--- src/rtl/reg_timeout_guard.sv ---
// reg_timeout_guard: sits between one reg_demux port and its register-interface
// peripheral. A request stalled for TimeoutCycles cycles is answered upstream
// with an error response (rdata = ErrData). The peripheral keeps seeing the
// captured request until it finally responds. That late response is discarded.
// Optional feature: define REG_TIMEOUT_GUARD_STATUS_EN to enable the saturating
// timeout_cnt_o counter. Without it, timeout_cnt_o is tied to zero.

package core_v_mcu_pkg;
  typedef struct packed {
    logic [31:0] addr;
    logic        write;
    logic [31:0] wdata;
    logic [3:0]  wstrb;
    logic        valid;
  } reg_req_t;

  typedef struct packed {
    logic [31:0] rdata;
    logic        error;
    logic        ready;
  } reg_rsp_t;
endpackage

module reg_timeout_guard #(
  parameter int unsigned TimeoutCycles = 1024,
  parameter logic [31:0] ErrData       = 32'hBADC_AB1E,
  parameter type         reg_req_t     = core_v_mcu_pkg::reg_req_t,
  parameter type         reg_rsp_t     = core_v_mcu_pkg::reg_rsp_t
) (
  input  logic         clk_i,
  input  logic         rst_i,
  input  reg_req_t     slv_req_i,
  output reg_rsp_t     slv_rsp_o,
  output reg_req_t     mst_req_o,
  input  reg_rsp_t     mst_rsp_i,
  output logic         timeout_o,
  output logic [15:0]  timeout_cnt_o
);

  localparam int unsigned CntW = $clog2(TimeoutCycles + 1);

  typedef enum logic [1:0] {
    IDLE  = 2'd0,
    WAIT  = 2'd1,
    DRAIN = 2'd2
  } state_e;

  state_e          state_q, state_d;
  logic [CntW-1:0] cnt_q, cnt_d;
  reg_req_t        hold_q, hold_d;
  logic            timeout;

  // State, stall counter and captured-request register
  always_ff @(posedge clk_i) begin
    if (rst_i) begin
      state_q <= IDLE;
      cnt_q   <= '0;
      hold_q  <= '0;
    end else begin
      state_q <= state_d;
      cnt_q   <= cnt_d;
      hold_q  <= hold_d;
    end
  end

  // Next state and request/response steering
  always_comb begin
    state_d   = state_q;
    cnt_d     = cnt_q;
    hold_d    = hold_q;
    mst_req_o = slv_req_i;
    slv_rsp_o = mst_rsp_i;
    timeout   = 1'b0;
    case (state_q)
      IDLE: begin
        if (slv_req_i.valid && !mst_rsp_i.ready) begin
          state_d = WAIT;
          cnt_d   = CntW'(1);
        end else begin
          cnt_d   = '0;
        end
      end
      WAIT: begin
        // A real response (or upstream abandoning the request) always wins
        // over the timeout, even in the cycle the limit is reached.
        if (!slv_req_i.valid || mst_rsp_i.ready) begin
          state_d = IDLE;
          cnt_d   = '0;
        end else if (cnt_q == CntW'(TimeoutCycles)) begin
          timeout         = 1'b1;
          slv_rsp_o       = '0;
          slv_rsp_o.ready = 1'b1;
          slv_rsp_o.error = 1'b1;
          slv_rsp_o.rdata = ErrData;
          hold_d          = slv_req_i;
          state_d         = DRAIN;
          cnt_d           = '0;
        end else begin
          cnt_d = cnt_q + 1'b1;
        end
      end
      DRAIN: begin
        // Peripheral keeps seeing the captured request; upstream is isolated
        // and every new request is rejected immediately.
        mst_req_o       = hold_q;
        mst_req_o.valid = 1'b1;
        slv_rsp_o       = '0;
        if (slv_req_i.valid) begin
          slv_rsp_o.ready = 1'b1;
          slv_rsp_o.error = 1'b1;
          slv_rsp_o.rdata = ErrData;
        end
        if (mst_rsp_i.ready) begin
          state_d = IDLE;
          cnt_d   = '0;
        end
      end
      default: begin
        state_d = IDLE;
        cnt_d   = '0;
      end
    endcase
  end

  assign timeout_o = timeout;

`ifdef REG_TIMEOUT_GUARD_STATUS_EN
  logic [15:0] tcnt_q;

  // Saturating count of issued timeouts
  always_ff @(posedge clk_i) begin
    if (rst_i) begin
      tcnt_q <= '0;
    end else if (timeout && (tcnt_q != '1)) begin
      tcnt_q <= tcnt_q + 16'd1;
    end
  end

  assign timeout_cnt_o = tcnt_q;
`else
  assign timeout_cnt_o = '0;
`endif

endmodule

--- config.mk ---
export PLATFORM = sky130hd
export DESIGN_NAME = reg_timeout_guard
export DESIGN_NICKNAME = d
export VERILOG_FILES = /design/src/rtl/reg_timeout_guard.sv
export SDC_FILE = /design/constraint.sdc
export NUM_CORES = 1
export LEC_CHECK = 0
export ABC_AREA = 1
export CAP_MARGIN = 15
export CORE_ASPECT_RATIO = 1.2
export CORE_MARGIN = 4
export CORE_UTILIZATION = 25
export DETAILED_ROUTE_END_ITERATION = 10
export DONT_BUFFER_PORTS = 1
export PLACE_DENSITY = 0.43
export SYNTH_ARGS = -nofsm -noshare
export SYNTH_HDL_FRONTEND = slang
export SYNTH_SLANG_ARGS = --single-unit
--- constraint.sdc ---
create_clock -name clk_i -period 4.36 [get_ports clk_i]
set_input_delay 0.436 -clock clk_i [delete_from_list [all_inputs] [get_ports clk_i]]
set_output_delay 0.436 -clock clk_i [all_outputs]
set_load 0.02 [all_outputs]
==> results.py, run 1 <==
metrics = {
    "run_status": {
        "status": "completed",
    },
    "clock_network": {
        "cts_setup_buffers": 0,
        "numCtsBuffers": 9,
        "htreeDepth": 3,
        "cts.sinks": 82,
        "cts_hold_buf": 0,
        "ctsResizeCount": 0,
        "clockBufferDepth": 2,
        "worstSkewPairLatency_ps": 340,
        "cts_root_buffer": "clkbuf_16",
        "clk_pin_slew_worst_paths_ps": 60,
        "cts_tree": "done",
    },
    "sta": {
        "setup_tns_ps": 0,
        "clock.fmax_mhz": 319.9,
        "setup_ws_ps": 1234,
        "worst_slew_pin_slew_ps": 1083,
        "whs_ps": 155.9,
        "final.period_utilization": 0.7170,
        "setup_viol_count_final": 0,
        "slew_viol_final": 0,
        "rsz0062_at_grt": "no",
        "fin_crit_ps": 3126,
        "relSlewSlack": 0.2781,
        "final-hold-violation-count": 0,
        "final.setup_skew_ps": 5.969,
    },
    "yosys": {
        "ys_types": 25,
        "ys.warnings.count": 0,
        "synthCells": 665,
        "synth.avg_cell_area_um2": 6.717,
        "yosysSeqAreaShare": 0.3675,
        "syn-cell-area_mm2": 0.004467,
        "ys_ff_latch": 82,
    },
    "global_routing": {
        "antenna_found_initial": 0,
        "grt_start_max_net_pins": 129,
        "grt-ovfl-total": 0,
        "grt_pass1_vias": 3773,
        "grt_pass1_wl_um": 18530,
        "grt_usage": 0.1150,
    },
    "placed_design": {
        "port-buffer-count": 0,
        "gp_congestion": 0.7189,
        "place_inst": 841,
        "pre_cts_slack_ps": 1565,
        "dp_hpwl_um": 8633,
    },
    "detailed_routing": {
        "drc": 0,
        "drt_wl_total_um": 11680,
        "ant_nets": 0,
        "drtPass1Iterations": 4,
        "drt-initial-drc-count": 113,
        "avgViaCountPerCell": 4.615,
        "vias": 3960,
        "wl_per_cell_um": 13.62,
    },
    "pwr": {
        "clock_power_share": 0.471,
        "pwr-share-seq": 0.421,
        "p_sw_frac": 0.2712,
        "p_per_area_mw_per_mm2": 369.1,
        "total_power_mw": 1.784,
        "p_sw_uw": 483.9,
        "peakVddDrop_mv": 0.1431,
        "p_int_mw": 1.300,
        "p_leak_nw": 1.973,
        "power.share.combinational": 0.108,
    },
    "setup_path": {
        "critPathMaxFanout": 24,
        "crit_path_end_kind": "primary output",
        "worstPathCellList": "inv_1 > ha_1 > nand2_1 > inv_2 > nand3_2 > o21ai_0 > nand2_1 > nand2_1",
        "worst-path-buf-inv": 2,
        "path_class": "flip-flop to primary output",
        "r2r_cells": 9,
        "path_common_cell": "nand2_1",
        "cp.required_ps": 3920,
        "crit_arrival_ps": 2690,
        "crit_path_max_incr_delay_ps": 530,
        "crit_cells": 8,
        "critical_path.top_delay_family": "simple AND/OR/NAND/NOR gates",
        "startpoint_type": "flip-flop",
        "worst_path_max_delay_cell": "ha_1",
    },
    "finish": {
        "drive_gt1_frac": 0.09091,
        "num_antenna_cells": 0,
        "n_fill_cell": 1921,
        "mostFrequentLayoutCell": "o21ai_0",
        "syn_to_final_growth_pct": 8.207,
        "mostFrequentLayoutCells": "o21ai_0, nand2_1, inv_1, dfxtp_1, a21oi_1",
        "stdcell_count": 858,
        "nNetsFinal": 744,
    },
    "hold_path": {
        "holdPathStages": 1,
        "hold_path_class": "input pin to flip-flop",
    },
    "die": {
        "num_io_pins": 227,
        "core-area_mm2": 0.01751,
        "initial_core_util": 0.2551,
        "dieArea_mm2": 0.02008,
        "die_y_um": 154.4,
        "rows": 53,
        "die_width_um": 130.0,
    },
    "flow_run": {
        "maxCapViolations": 0,
    },
}
==> state kept, by name, summed over array words and instances (netlist names) <==
signal	count
hold_q	69
cnt_q	11
state_q	2
==> cells by family after synthesis <==
group	after synthesis	share of synthesized area
compound gates	241	0.2955
fa+ha+maj	5	0.01401
flops	82	0.3675
other cells	1	0.0008395
simple gates	173	0.1535
buf+inv	160	0.1627
xor+xnor	3	0.005883
==> metrics by stage <==
stage	cell area [um^2]	util
after floorplan	4523	-
after global placement	4486	0.2562
after detailed placement	4486	0.2562
after CTS	4813	0.2749
after global routing	4833	0.2761
final	4833	0.2761
==> power groups by stage <==
stage | Combinational (mW) | Clock (mW) | Sequential, mW
after global routing | 0.213 | 0.906 | 0.750
final | 0.193 | 0.840 | 0.751
after floorplan | 0.178 | 0 | 0.768
after global placement | 0.195 | 0 | 0.768
after detailed placement | 0.194 | 0 | 0.768
after CTS | 0.194 | 0.876 | 0.751
==> path summary, 6_finish.rpt <==
| check | from | endpoint | slack [ps] |
|---|---|---|---|
| worst min register to register | hold_q[29]$_SDFFE_PP0P_ | hold_q[29]$_SDFFE_PP0P_ | 450 |
| worst max-delay path | state_q[1]$_SDFFE_PP0P_ | slv_rsp_o[1] | 1230 |
| worst min-delay path | rst_i | cnt_q[0]$_SDFFE_PP0P_ | 160 |
| worst max register to register | state_q[1]$_SDFFE_PP0P_ | hold_q[2]$_SDFFE_PP0P_ | 1690 |
==> layer usage <==
layer | global-route usage | up-vias | part of all wire
li1 | - | 2034 | -
met1 | 0.1239 | 1752 | 0.40
met2 | 0.2034 | 163 | 0.50
met3 | 0.04560 | 11 | 0.086
met4 | 0.03713 | 0 | 0.013
met5 | 0 | - | 0
==> worst reg2reg max path: cells and delay by family, from the launching register on <==
family | cells | cell delay (ps)
AND/OR/NAND/NOR | 2 | 360
flip-flops | 1 | 340
AO/OA/AOI/OAI | 2 | 300
adder cells (fa/ha/maj) | 1 | 530
buffers and inverters | 4 | 1080
==> cell usage after synthesis (all sizes together) <==
cell type | instances | area, um^2
dfxtp | 82 | 1642
o22ai | 1 | 6.260
conb | 1 | 3.750
inv | 99 | 371.6
nor3b | 1 | 7.510
a21oi | 75 | 488.0
nand3 | 6 | 35.03
o21ai | 165 | 825.8
clkbuf | 22 | 82.58
nand2 | 120 | 450.4
nor2 | 38 | 147.6
xnor2 | 2 | 17.52
buf | 39 | 272.8
xor2 | 1 | 8.760
nand3b | 2 | 15.01
nor3 | 6 | 30.03
ha | 5 | 62.56
==> cell type report <==
cell class / count / area (um^2) / share of cell area
multi-input combinational: 438 / 2167 / 0.4484
sequential: 82 / 1642 / 0.3396
inverter: 99 / 374.1 / 0.07740
tap: 220 / 275.3 / 0.05695
clock buffer: 10 / 239.0 / 0.04944
clock inverter: 6 / 88.84 / 0.01838
timing repair buffer: 3 / 47.55 / 0.009837
(Power assumes the default switching activity.)
==> run 2: changes to the inputs <==
--- a/config.mk
+++ b/config.mk
@@ -12,7 +12,7 @@
 export CORE_UTILIZATION = 25
 export DETAILED_ROUTE_END_ITERATION = 10
 export DONT_BUFFER_PORTS = 1
-export PLACE_DENSITY = 0.43
+export PLACE_DENSITY = 0.45
 export SYNTH_ARGS = -nofsm -noshare
 export SYNTH_HDL_FRONTEND = slang
 export SYNTH_SLANG_ARGS = --single-unit
==> constraint.sdc (replaced) <==
create_clock -name clk_i -period 2.8 [get_ports clk_i]
set_input_delay 0.28 -clock clk_i [delete_from_list [all_inputs] [get_ports clk_i]]
set_output_delay 0.28 -clock clk_i [all_outputs]
set_load 0.02 [all_outputs]
==> run 2 against run 1 <==
  * Sequential cell count unchanged
  * Clock-buffer cell count up 1
  * Clock skew up 3.1 ps
  * Critical path depth down 3
  * Final area up 4.3%
  * Clock power up 56%
  * Critical endpoint is now slv_rsp_o[19]
  * Largest power group unchanged
==> results.py, run 2 (same netlist as run 1, synthesis figures left out) <==
metrics = {
    "run_status": {
        "status": "completed",
    },
    "clock_network": {
        "cts.sinks": 82,
        "numCtsBuffers": 9,
        "clockBufferDepth": 2,
        "clk_pin_slew_worst_paths_ps": 70,
        "cts_root_buffer": "clkbuf_16",
        "htreeDepth": 3,
        "worstSkewPairLatency_ps": 340,
        "cts_tree": "done",
    },
    "setup_path": {
        "crit_arrival_ps": 2270,
        "r2r_start": "cnt_q[0]$_SDFFE_PP0P_",
        "endpoint": "slv_rsp_o[19]",
        "r2r_cells": 9,
        "reg2reg_slack_ps": 710,
        "crit_path_end_kind": "primary output",
        "cp.required_ps": 2520,
        "crit_start": "state_q[1]$_SDFFE_PP0P_",
        "critPathMaxFanout": 22,
        "r2r_end": "hold_q[8]$_SDFFE_PP0P_",
        "path_class": "flip-flop to primary output",
        "startpoint_type": "flip-flop",
    },
    "pwr": {
        "p_per_area_mw_per_mm2": 555.6,
        "pwr-share-seq": 0.418,
        "p_leak_nw": 2.095,
        "total_power_mw": 2.801,
        "peakVddDrop_mv": 0.2518,
        "p_int_mw": 2.061,
        "power.share.combinational": 0.114,
        "p_sw_uw": 739.9,
        "clock_power_share": 0.468,
        "p_sw_frac": 0.2642,
    },
    "die": {
        "dieArea_mm2": 0.02008,
        "initial_core_util": 0.2551,
        "die_width_um": 130.0,
        "rows": 53,
        "num_io_pins": 227,
        "die_y_um": 154.4,
        "core-area_mm2": 0.01751,
    },
    "finish": {
        "drive_gt1_frac": 0.1227,
        "mostFrequentLayoutCells": "o21ai_0, nand2_1, inv_1, dfxtp_1, a21oi_1",
        "syn_to_final_growth_pct": 12.86,
        "num_antenna_cells": 0,
        "nNetsFinal": 767,
        "mostFrequentLayoutCell": "o21ai_0",
        "final_util": 0.2880,
        "largest_reg_flops": 69,
        "top_register": "hold_q",
        "reg_top3": "hold_q x69, cnt_q x11, state_q x2",
        "n_fill_cell": 1953,
    },
    "global_routing": {
        "grt_start_max_net_pins": 129,
        "antenna_found_initial": 0,
        "grt_pass1_wl_um": 18200,
        "grt_usage": 0.1126,
        "grt-ovfl-total": 0,
        "grt_pass1_vias": 3753,
    },
    "flow_run": {
        "maxCapViolations": 0,
    },
    "detailed_routing": {
        "ant_nets": 0,
        "avgViaCountPerCell": 4.525,
        "drtPass1Iterations": 4,
        "wl_per_cell_um": 13.27,
        "vias": 3982,
        "drt-initial-drc-count": 170,
        "drt_wl_total_um": 11670,
        "drc": 0,
    },
    "sta": {
        "relSlewSlack": 0.4845,
        "clock.fmax_mhz": 392.4,
        "final.setup_skew_ps": 9.073,
        "rsz0062_at_grt": "no",
        "final-hold-violation-count": 0,
        "final.period_utilization": 0.9103,
        "worst_slew_pin_slew_ps": 765.1,
        "setup_viol_count_final": 0,
        "setup_tns_ps": 0,
        "whs_ps": 81.40,
        "fin_crit_ps": 2549,
        "slew_viol_final": 0,
    },
    "placed_design": {
        "port-buffer-count": 0,
        "dp_hpwl_um": 8500,
        "gp_congestion": 0.7476,
    },
    "hold_path": {
        "hold_path_class": "input pin to flip-flop",
    },
}
==> run 2: layout make-up <==
cell class                 count  area [um^2]  share of cell area
tap                          220        275.3             0.05460
multi-input combinational    438         2176              0.4316
clock buffer                  11        252.7             0.05014
inverter                      99        374.1             0.07421
sequential                    82         1642              0.3256
timing repair buffer          26        247.7             0.04914
clock inverter                 4        73.82             0.01464
==> run 2: timing repair <==
item | in CTS | in global routing
endpoints found under the setup margin | 13 | 21
hold buffers | 1 | 0
buffers inserted | 0 | 0
endpoints found under the hold margin | 5 | 0
resized for setup | 1 | 1
==> run 2: metrics by stage <==
stage,instances,worst slack (ps),area (um^2)
floorplan,680,1064,4523
global placement,864,507.9,4696
detailed placement,864,371.8,4696
CTS,880,118.1,5039
global route,880,55.80,5041
finish,880,251.3,5041
==> run 2: worst min path at each step <==
stage                                   end           from  cells past startpoint  slack, ps
floorplan             cnt_q[0]$_SDFFE_PP0P_          rst_i                      1        350
global placement    state_q[0]$_SDFFE_PP0P_          rst_i                      1        350
detailed placement  state_q[0]$_SDFFE_PP0P_          rst_i                      1        350
CTS                 hold_q[36]$_SDFFE_PP0P_  slv_req_i[36]                      2         60
global route         hold_q[1]$_SDFFE_PP0P_   slv_req_i[1]                      2         80
finish              hold_q[63]$_SDFFE_PP0P_  slv_req_i[63]                      2         80
==> run 2: worst max-delay path: stages (launching register included) <==
cell and delay [ps]:
dfxtp_1 390, inv_1 90, ha_1 330, inv_1 450, o22ai_2 290, nor2_1 380
==> run 2: power groups by stage <==
stage	combinational [mW]	clock [mW]	sequential [mW]
after floorplan	0.276	0	1.20
after global placement	0.322	0	1.20
after detailed placement	0.322	0	1.20
after CTS	0.326	1.37	1.17
after global routing	0.353	1.41	1.17
final	0.321	1.31	1.17
==> run 2: metal layers <==
metal,vias to the layer above,GRT usage,part of all wire
met2,175,0.1897,0.46
met4,0,0.05149,0.020
met1,1721,0.1279,0.43
met3,14,0.03661,0.091
met5,-,0,0
li1,2072,-,-
==> run 3: changes to the inputs <==
==> constraint.sdc (replaced) <==
create_clock -name clk_i -period 2.8 [get_ports clk_i]
set_input_delay 0.14 -clock clk_i [delete_from_list [all_inputs] [get_ports clk_i]]
set_output_delay 0.14 -clock clk_i [all_outputs]
set_load 0.02 [all_outputs]
==> run 3 against run 2 <==
  * Register-to-register slack about the same
  * Highest routed layer unchanged
  * Combinational power increased by 20%
  * Worst setup slack gained 110 ps
  * Sequential cell count did not move
  * Fmax rose by 4.4%
  * Clock-buffer cell count shrank 1
  * Non-clock buffer count grew 57
  * Largest power group is now sequential cells
  * Clock power is 11% lower
==> results.py, run 3 (same netlist as run 1, synthesis figures left out) <==
metrics = {
    "run_status": {
        "status": "completed",
    },
    "finish": {
        "top_register": "hold_q",
        "nNetsFinal": 824,
        "syn_to_final_growth_pct": 24.71,
        "num_antenna_cells": 0,
        "design_area_mm2": 0.005570,
        "mostFrequentLayoutCells": "o21ai_0, nand2_1, inv_1, dfxtp_1, dlygate4sd3_1",
        "mostFrequentLayoutCell": "o21ai_0",
        "stdcell_count": 935,
        "final_util": 0.3182,
        "largest_reg_flops": 69,
        "reg_top3": "hold_q x69, cnt_q x11, state_q x2",
        "drive_gt1_frac": 0.09371,
    },
    "die": {
        "die_width_um": 130.0,
        "core-area_mm2": 0.01751,
        "rows": 53,
        "initial_core_util": 0.2551,
        "die_y_um": 154.4,
        "num_io_pins": 227,
        "dieArea_mm2": 0.02008,
    },
    "hold_path": {
        "hold_path_class": "input pin to flip-flop",
    },
    "detailed_routing": {
        "drt-initial-drc-count": 162,
        "drtPass1Iterations": 4,
        "drt_wl_total_um": 12510,
        "wl_per_cell_um": 13.38,
        "avgViaCountPerCell": 4.490,
        "ant_nets": 0,
        "drc": 0,
        "vias": 4198,
    },
    "placed_design": {
        "place_inst": 854,
        "pre_cts_slack_ps": 654.7,
        "placedInstanceArea_mm2": 0.004608,
        "dp_hpwl_um": 8756,
        "gp_congestion": 0.7511,
        "port-buffer-count": 0,
    },
    "setup_path": {
        "crit_path_max_incr_delay_ps": 440,
        "worst-path-buf-inv": 1,
        "cp.required_ps": 2660,
        "crit_arrival_ps": 2300,
        "startpoint_type": "flip-flop",
        "path_class": "flip-flop to primary output",
        "critPathMaxFanout": 21,
        "worstPathCellList": "inv_1 > ha_1 > nand2_1 > nor2_1 > nand3_2 > o21ai_0 > nand2_1 > nand2_1",
        "critical_path.top_delay_family": "simple AND/OR/NAND/NOR gates",
        "worst_path_max_delay_cell": "nand2_1",
        "crit_path_end_kind": "primary output",
        "path_common_cell": "nand2_1",
        "reg2reg_slack_ps": 720,
    },
    "flow_run": {
        "maxCapViolations": 0,
    },
    "clock_network": {
        "clockBufferDepth": 2,
        "numCtsBuffers": 9,
        "clk_pin_slew_worst_paths_ps": 50,
        "cts_hold_buf": 68,
        "ctsResizeCount": 0,
        "cts.sinks": 82,
        "htreeDepth": 3,
        "cts_setup_buffers": 0,
        "cts_tree": "done",
        "worstSkewPairLatency_ps": 340,
        "cts_root_buffer": "clkbuf_16",
    },
    "pwr": {
        "peakVddDrop_mv": 0.2144,
        "p_per_area_mw_per_mm2": 487.8,
        "total_power_mw": 2.717,
        "p_leak_nw": 2.297,
    },
    "sta": {
        "final.period_utilization": 0.8720,
        "worst_slew_pin_slew_ps": 876.2,
        "final-hold-violation-count": 0,
        "relSlewSlack": 0.4159,
        "slew_viol_final": 0,
        "rsz0062_at_grt": "no",
        "setup_tns_ps": 0,
        "fin_crit_ps": 2442,
        "clock.fmax_mhz": 409.6,
        "setup_viol_count_final": 0,
        "final.setup_skew_ps": 7.863,
        "setup_ws_ps": 358.5,
        "whs_ps": 24.86,
    },
    "global_routing": {
        "grt_pass1_vias": 4054,
        "grt_start_max_net_pins": 91,
        "grt-ovfl-total": 0,
        "grt_usage": 0.1207,
        "grt_pass1_wl_um": 19680,
        "antenna_found_initial": 0,
    },
}
[run 3: per-layer routing]
metal / GRT usage / vias up / wire (um)
met5: 0 / - / 0
met4: 0.04257 / 0 / 211
met3: 0.03834 / 17 / 1000
met2: 0.2051 / 171 / 5975
met1: 0.1417 / 1825 / 5322
li1: - / 2185 / -
[run 3: path summary, 6_finish.rpt]
| check | from | to | cells after the start |
|---|---|---|---|
| worst min register to register | hold_q[29]$_SDFFE_PP0P_ | hold_q[29]$_SDFFE_PP0P_ | 2 |
| worst max-delay path | cnt_q[0]$_SDFFE_PP0P_ | slv_rsp_o[15] | 8 |
| worst min-delay path | slv_req_i[29] | hold_q[29]$_SDFFE_PP0P_ | 2 |
| worst max register to register | state_q[0]$_SDFFE_PP0P_ | cnt_q[9]$_SDFFE_PP0P_ | 10 |
[run 3: worst register-to-register path: stages, from the launching register on]
cell and delay, ps:
dfxtp_1 350, inv_1 90, ha_4 180, inv_1 290
nor2_2 140, inv_1 330, o21ai_0 150, nand3b_1 240
nor2_1 120, nor2_1 50, nor2_1 80
[run 3: final cells by class]
type	count	area [um^2]
Clock buffer	10	239.0
Clock inverter	3	42.54
Fill cell	1891	11940
Inverter	99	374.1
Multi-Input combinational cell	438	2167
Sequential cell	82	1642
Tap cell	220	275.3
Timing Repair Buffer	83	830.8
[run 3: report_power, final]
| part | internal [mW] | leakage, nW | switching [mW] |
|---|---|---|---|
| combinational | 0.116 | 1.50 | 0.268 |
| sequential | 1.17 | 0.660 | 0.00149 |
| clock | 0.699 | 0.136 | 0.465 |
